==> config.mk <==
export PLATFORM = sky130hd
export DESIGN_NAME = store_buffer_unit
export DESIGN_NICKNAME = d
export VERILOG_FILES = /design/src/rtl/store_buffer_unit.sv
export SDC_FILE = /design/constraint.sdc
export NUM_CORES = 1
export LEC_CHECK = 0
export BUFFER_PORTS_ARGS = -buffer_cell sky130_fd_sc_hd__buf_4
export CAP_MARGIN = 10
export CORE_MARGIN = 1.5
export CORE_UTILIZATION = 30
export DETAILED_ROUTE_END_ITERATION = 8
export HOLD_SLACK_MARGIN = 0.12
export PLACE_DENSITY = 0.5
export SYNTH_ARGS = -nofsm -noshare
export SYNTH_HDL_FRONTEND = slang
export SYNTH_SLANG_ARGS = --single-unit
export TNS_END_PERCENT = 30
==> constraint.sdc <==
create_clock -name cpu_clk -period 2.4 [get_ports cpu_clk]
set_input_delay 0 -clock cpu_clk [delete_from_list [all_inputs] [get_ports cpu_clk]]
set_output_delay 0 -clock cpu_clk [all_outputs]
set_load 0.05 [all_outputs]
==> src/rtl/store_buffer_unit.sv <==
// Store buffer: lane-aligns st.b/st.h/st.w, queues them in a DEPTH-entry FIFO and drains to data RAM.
// Optional feature macro: STORE_FWD_EN (word-granular load hazard compare instead of conservative stall).
module store_buffer_unit #(
  parameter int DEPTH  = 4,
  parameter int ADDR_W = 32
) (
  input  logic                        cpu_clk,
  input  logic                        cpu_rstn,
  input  logic                        st_valid,
  output logic                        st_ready,
  input  logic [1:0]                  st_op,
  input  logic [ADDR_W-1:0]           st_addr,
  input  logic [31:0]                 st_data,
  output logic                        st_ade,
  output logic                        ram_req,
  input  logic                        ram_ack,
  output logic [ADDR_W-3:0]           ram_waddr,
  output logic [31:0]                 ram_wdata,
  output logic [3:0]                  ram_we,
  output logic                        sb_empty,
  output logic [$clog2(DEPTH+1)-1:0]  sb_cnt,
  input  logic                        ld_valid,
  input  logic [ADDR_W-1:0]           ld_addr,
  output logic                        ld_hazard
);

  localparam int PTR_W = $clog2(DEPTH);
  localparam int CNT_W = $clog2(DEPTH+1);

  logic [ADDR_W-3:0] waddr_r [DEPTH];
  logic [31:0]       wdata_r [DEPTH];
  logic [3:0]        we_r    [DEPTH];
  logic [PTR_W-1:0]  head_r;
  logic [PTR_W-1:0]  tail_r;
  logic [CNT_W-1:0]  cnt_r;

  logic [1:0]        off_s;
  logic [31:0]       al_data_s;
  logic [3:0]        al_we_s;
  logic              mis_s;
  logic              full_s;
  logic              push_s;
  logic              pop_s;

  // Lane alignment, byte-enable generation and misalignment detection
  always_comb begin
    off_s     = st_addr[1:0];
    al_data_s = 32'h0000_0000;
    al_we_s   = 4'b0000;
    mis_s     = 1'b0;
    case (st_op)
      2'b00: begin
        al_data_s = {4{st_data[7:0]}};
        al_we_s   = 4'b0001 << off_s;
      end
      2'b01: begin
        al_data_s = {2{st_data[15:0]}};
        al_we_s   = 4'b0011 << off_s;
        mis_s     = off_s[0];
      end
      2'b10: begin
        al_data_s = st_data;
        al_we_s   = 4'b1111;
        mis_s     = (off_s != 2'b00);
      end
      default: begin
        mis_s     = 1'b1;
      end
    endcase
  end

  assign full_s    = (cnt_r == CNT_W'(DEPTH));
  assign st_ready  = !full_s;
  assign st_ade    = st_valid & mis_s;
  assign push_s    = st_valid & st_ready & !st_ade;
  assign ram_req   = (cnt_r != {CNT_W{1'b0}});
  assign pop_s     = ram_req & ram_ack;
  assign sb_empty  = !ram_req;
  assign sb_cnt    = cnt_r;

  // Head entry drives the RAM port; byte enables are masked when nothing is pending
  assign ram_waddr = waddr_r[head_r];
  assign ram_wdata = wdata_r[head_r];
  assign ram_we    = ram_req ? we_r[head_r] : 4'b0000;

  // FIFO storage, pointers and occupancy
  always_ff @(posedge cpu_clk or negedge cpu_rstn) begin
    if (!cpu_rstn) begin
      head_r <= {PTR_W{1'b0}};
      tail_r <= {PTR_W{1'b0}};
      cnt_r  <= {CNT_W{1'b0}};
      for (int i = 0; i < DEPTH; i++) begin
        waddr_r[i] <= {(ADDR_W-2){1'b0}};
        wdata_r[i] <= 32'h0000_0000;
        we_r[i]    <= 4'b0000;
      end
    end else begin
      if (push_s) begin
        waddr_r[tail_r] <= st_addr[ADDR_W-1:2];
        wdata_r[tail_r] <= al_data_s;
        we_r[tail_r]    <= al_we_s;
        tail_r          <= tail_r + {{(PTR_W-1){1'b0}}, 1'b1};
      end else begin
        tail_r <= tail_r;
      end
      if (pop_s) begin
        head_r <= head_r + {{(PTR_W-1){1'b0}}, 1'b1};
      end else begin
        head_r <= head_r;
      end
      case ({push_s, pop_s})
        2'b10:   cnt_r <= cnt_r + {{(CNT_W-1){1'b0}}, 1'b1};
        2'b01:   cnt_r <= cnt_r - {{(CNT_W-1){1'b0}}, 1'b1};
        default: cnt_r <= cnt_r;
      endcase
    end
  end

`ifdef STORE_FWD_EN
  logic hit_s;
  logic unused_ld_s;

  assign unused_ld_s = ^ld_addr[1:0];

  // An entry is live when its distance from head is below the occupancy
  always_comb begin
    logic [PTR_W-1:0] rel;
    hit_s = 1'b0;
    rel   = {PTR_W{1'b0}};
    for (int i = 0; i < DEPTH; i++) begin
      rel = PTR_W'(i) - head_r;
      if ((CNT_W'(rel) < cnt_r) && (waddr_r[i] == ld_addr[ADDR_W-1:2])) begin
        hit_s = 1'b1;
      end else begin
        hit_s = hit_s;
      end
    end
  end

  assign ld_hazard = ld_valid & hit_s;
`else
  logic unused_ld_s;

  assign unused_ld_s = ^ld_addr;
  assign ld_hazard   = ld_valid & !sb_empty;
`endif

endmodule

Yosys cells after proc, flatten, opt, wreduce, memory -nomap -nowiden
Index checks and enable logic that the tools add are counted.
{ "totals": {"mem_count": 0, "reg_bits": 271, "wordCells": 67, "input_bits": 103, "rom_bits": 0, "mem_bits_rw": 0, "out_inout_bits": 74, "latch_bits": 0} }
{ "classes": {"order_cmp": 3, "n_mul": 0, "reduce_logical": 8, "muxes": 23, "eq_ne": 5, "bitwise_logic": 7, "addsub": 4, "div_mod_pow": 0, "shift": 2} }
{ "op_table": {"columns": ["cell", "n"], "rows": [
  ["bitwise mux 128 bit", 1],
  ["bitwise mux 120 bit", 1],
  ["2-to-1 mux 32 bit", 3],
  ["one-hot mux 32 bit (3 select lines)", 1],
  ["2-to-1 mux 30 bit", 3],
  ["binary-select mux 32 bit (select 2 bit)", 1],
  ["demux 32 bit (select 2 bit)", 1],
  ["binary-select mux 30 bit (select 2 bit)", 1],
  ["demux 30 bit (select 2 bit)", 1],
  ["bitwise mux 16 bit", 1],
  ["2-to-1 mux 4 bit", 4],
  ["one-hot mux 4 bit (3 select lines)", 1],
  ["binary-select mux 4 bit (select 2 bit)", 1],
  ["demux 4 bit (select 2 bit)", 1],
  [">= comparator 3 bit (second input constant)", 2],
  ["NOT 2 -> 3 bit", 2],
  ["one-hot mux 3 bit (2 select lines)", 1],
  ["AND 1 bit", 5],
  ["adder 2 x 1 -> 2 bit (second input constant)", 2],
  ["equality test 2 x 1 -> 1 bit (second input constant)", 2],
  ["equality test 2 bit (second input constant)", 2],
  ["nonzero test 2 bit", 2],
  ["left shift 1 x 2 -> 4 bit (first input constant)", 1],
  ["left shift 2 x 2 -> 4 bit (first input constant)", 1],
  ["9 further kinds", 11]
]} }

Longest topological paths before layout
{ "logic_depth": {"depth_word": 7, "depth_mapped": 10, "ltp_nobuf": 8} }

Worst setup path before layout
Ideal clock, no wire load.
{ "synth_timing": {"kind": "register to register", "start": "reg cnt_r[0], in the netlist sb_cnt[0]", "end": "reg cnt_r[2], in the netlist sb_cnt[2]", "period_less_slack_ns": 2.753, "arrival_time_ns": 2.671, "setup_slack_ns": -0.353, "t_required_ns": 2.318, "stages_incl_launch_ff": 10, "setup_ns": 0.082, "n_path_buf": 1, "cell_sequence": "dfrtp_1 > or3_1 > clkbuf_1 > and2_1 > ha_1 > inv_1 > fa_1 > xor2_1 > nor2_1 > xor2_1"} }
{ "synth_via": {"elab_cells_between_ends": 12, "cone_classes": "2 x add/sub; 3 x eq/ne; 1 x mux; 3 x bitwise; 3 x reduce/logical"} }
{ "synth_rtl": {"columns": ["element", "line_no", "source"], "rows": [
  ["start: declaration", "35", "logic [CNT_W-1:0] cnt_r;"],
  ["start signal: assignment", "91", "cnt_r <= {CNT_W{1'b0}};"],
  ["start signal: assignment", "112", "2'b10: cnt_r <= cnt_r + {{(CNT_W-1){1'b0}}, 1'b1};"],
  ["start signal: assignment", "113", "2'b01: cnt_r <= cnt_r - {{(CNT_W-1){1'b0}}, 1'b1};"],
  ["nonzero test 3 bit *", "76", "assign ram_req = (cnt_r != {CNT_W{1'b0}});"],
  ["net ram_req", "15", "output logic ram_req,"],
  ["AND 1 bit *", "77", "assign pop_s = ram_req & ram_ack;"],
  ["net pop_s", "43", "logic pop_s;"],
  ["equality test 2 x 1 -> 1 bit / equality test 2 bit (equally long branches)", "111", "case ({push_s, pop_s})"],
  ["one-hot mux 3 bit (2 select lines) / nonzero test 2 bit (equally long branches)", null, null]
]} }
The timed path passes the listed nets; every way through them passes the cells marked *.
A chain may end at the register's enable or synchronous reset.

Worst setup path after layout
{ "layout_timing": {"start": "in st_addr[0]", "end": "reg cnt_r[2], in the netlist sb_cnt[2]"} }
{ "layout_via": {"elab_chain_cells": 7, "elab_cells_between_ends": 9, "cone_classes": "2 x eq/ne; 2 x mux; 2 x bitwise; 3 x reduce/logical"} }
{ "layout_rtl": {"columns": ["element", "line_no", "source"], "rows": [
  ["start: declaration", "12", "input logic [ADDR_W-1:0] st_addr,"],
  ["nonzero test 2 bit", "64", "mis_s = (off_s != 2'b00);"],
  ["one-hot mux 1 bit (3 select lines) *", "51", "case (st_op)"],
  ["AND 1 bit *", "74", "assign st_ade = st_valid & mis_s;"],
  ["logical NOT 1 bit *", "75", "assign push_s = st_valid & st_ready & !st_ade;"],
  ["AND 1 bit *", "75", null],
  ["equality test 2 x 1 -> 1 bit / equality test 2 bit (equally long branches)", "111", null],
  ["one-hot mux 3 bit (2 select lines) / nonzero test 2 bit (equally long branches)", null, null],
  ["end signal: assignment", "112", null],
  ["end signal: assignment", "113", null],
  ["end signal: assignment", "114", "default: cnt_r <= cnt_r;"]
]} }
Mark *: on every way between the ends. The rest lies on a longest branch, timed or not.

==> results.py <==
metrics = {
    "die": {
        "io_pins": 177,
        "start_util": 0.305,
        "core_area_sq_um": 41100,
        "die_h_um": 208,
        "die-area_sq_um": 43100,
        "dieWidth_um": 208,
        "rows": 74,
    },
    "placed_design": {
        "hpwl_um": 19600,
        "io_buffers": 144,
        "dpl.cell_count": 1447,
        "gp_congestion": 0.738,
    },
    "finish": {
        "layout.nets": 1141,
        "syn_to_final_growth_pct": 29.1,
        "drive_gt1_frac": 0.390,
        "final_cell_mix": "266 x dfrtp_1, 160 x buf_4, 124 x mux2_1",
        "mostFrequentLayoutCell": "dfrtp_1",
        "fin_cells": 1588,
    },
    "hold_path": {
        "hold_end": "waddr_r[61]",
        "min_from": "st_addr[3]",
        "worstHoldPathCells": 3,
        "hp-class": "input pin to flip-flop",
    },
    "synth": {
        "syn_inst": 794,
        "ys_types": 37,
        "synth_fp_nets": 903,
        "yosysSeqAreaShare": 0.540,
        "yosys_warnings": 0,
        "avgSynthCellArea_sq_um": 15.8,
        "ys_seq_elements": 271,
        "netlist_area_sq_um": 12600,
    },
    "timing": {
        "min_period_over_period": 0.950,
        "fmax_ghz": 0.439,
        "post-route-min-period_ns": 2.28,
        "finalSetupViolCount": 0,
        "slew_headroom": 0.594,
        "worstMarginPinSlew_ns": 0.603,
        "worst_hold_slack_ns": 0.283,
        "finalClockSkew_ns": 0.0137,
        "final_max_slew_viol_count": 0,
        "rsz0062_at_grt": "no",
        "tns_ns": 0,
        "hold_viol_final": 0,
    },
    "detailed_routing": {
        "wire_per_inst_um": 19.7,
        "dr_total_vias": 7493,
        "viasPerCell": 4.72,
        "ant_nets": 0,
        "drt_iter0_drc": 330,
        "first_pass_iters": 4,
        "drc_errors": 0,
        "routed_wl_um": 31300,
    },
    "clocking": {
        "clk_pin_slew_ns": 0.06,
        "clock_path_buffers": 3,
        "clock-sinks": 271,
        "numCtsBuffers": 34,
        "cts_max_level": 2,
        "clock_tree.root_cell": "clkbuf_16",
        "tritoncts": "done",
        "ctsResizeCount": 0,
        "clock_latency_ns": 0.52,
    },
    "worst_setup_path": {
        "crit_arrival_ns": 2.67,
        "r2r_start": "sb_cnt[1]",
        "cp_data_required_time_ns": 2.79,
        "r2r_slack_ns": 0.44,
        "r2r_end": "sb_cnt[2]",
        "crit_path_end_kind": "flip-flop",
        "rr_worst_depth": 8,
        "cp-start-kind": "input pin",
        "cp_max_fo": 7,
        "critical_path_class": "input pin to flip-flop",
    },
    "global_route": {
        "grt_max_degree": 74,
        "grt_pass1_wl_um": 49200,
        "antenna_found_initial": 1,
        "grt-ovfl-total": 0,
        "grt_pass1_vias": 8161,
        "grtUsageTotal": 0.148,
    },
    "pwr": {
        "power.density_nw_per_um2": 1570,
        "ir_worst_vdd_mv": 1.11,
        "power.leakage_nw": 7.08,
        "power_mw": 25.4,
    },
    "run": {
        "drv_cap": 0,
    },
    "run_status": {
        "outcome": "finished, final reports clean",
    },
}
[critical path, stage by stage]
cell	delay (ns)
dlygate4sd3_1	0.56
buf_4	0.17
a21o_1	0.21
dlygate4sd3_1	0.58
a211o_1	0.32
ha_1	0.23
inv_1	0.08
fa_1	0.18
xor2_1	0.15
nor2_1	0.06
xor2_1	0.13
[flip-flops by register name (all words and copies together) (netlist names)]
name,count
wdata_r,128
head_r,2
sb_cnt,3
tail_r,2
waddr_r,120
we_r,16
[layer usage]
layer | GRT usage | vias up | part of all wire
met5 | 0 | - | 0
met4 | 0.0352 | 0 | 0.016
met3 | 0.0318 | 46 | 0.043
met2 | 0.244 | 148 | 0.48
met1 | 0.198 | 3924 | 0.46
li1 | - | 3375 | -
[timing repair]
item,in CTS,in global routing
pin swaps,0,1
setup endpoints to repair,35,1
setup buffers,1,1
hold buffers,79,0
hold endpoints to repair,537,0
cloned,0,0
[kinds of logic (layout without fill, tap and decap cells)]
family          count (synthesis)  in the layout  synth area share
xor+xnor                        6              6           0.00419
mux                           340            340             0.360
fa+ha+maj                       6              6           0.00658
buf+inv                        98            359            0.0462
simple gates                   37             37            0.0177
compound gates                 36             36            0.0255
other cells                     0              1                 0
flops                         271            271             0.540
[worst max-delay path by stage]
| stage | cells past startpoint | slack [ns] | end | startpoint |
|---|---|---|---|---|
| floorplan | 9 | 0.08 | sb_cnt[2] | sb_cnt[1] |
| global placement | 9 | 0.27 | sb_cnt[2] | st_op[0] |
| detailed placement | 9 | 0.28 | sb_cnt[2] | st_op[0] |
| CTS | 3 | 0.09 | ram_wdata[10] | head_r[0] |
| global route | 11 | 0.03 | sb_cnt[2] | st_addr[0] |
| finish | 11 | 0.12 | sb_cnt[2] | st_addr[0] |
[per-stage QoR]
stage           util  setup slack, ns  cell area [sq um]
2_1_floorplan      -           0.0806              12600
3_3_place_gp   0.348            0.267              14300
3_5_place_dp   0.348            0.279              14300
4_1_cts        0.394           0.0885              16200
5_1_grt        0.394           0.0299              16200
6_report       0.394            0.120              16200
[cells in the mapped netlist (all sizes together)]
cell type  number  area (sq um)
a211o           1          8.76
o21ba           1          10.0
o21a            1          7.51
or2             1          6.26
xnor2           3          26.3
a311o           1          10.0
nor2            2          7.51
mux2i          45           450
buf            41           367
dfrtp         271          6780
a21oi           8          40.0
nand3           1          5.00
clkbuf         12          45.0
a211oi          4          80.1
fa              1          20.0
inv            45           169
o21ai           2          10.0
ha              5          62.6
o22ai           1          6.26
mux2          229          2580
nor3            1          5.00
nand2           6          22.5
o2bb2ai        16           140
mux4           66          1490
a21o            1          7.51
and2           13          81.3
and3            1          6.26
or3             2          12.5
nor3b           2          26.3
xor2            3          26.3
nor2b           8          50.1
[layout make-up]
class,count,area (sq um)
diodes,1,2.50
clock buffers,51,1040
clock inverters,8,43.8
fillers,3927,24900
inverters,45,169
multi-input cells,425,5200
flip-flops and latches,271,6790
well taps,532,666
repair buffers,255,2310
[report_power, final]
group	internal, mW	switching (mW)	total, mW
combinational	5.29	7.09	12.4
sequential	6.86	1.24	8.10
clock	2.99	1.97	4.95
(Power assumes the default switching activity.)
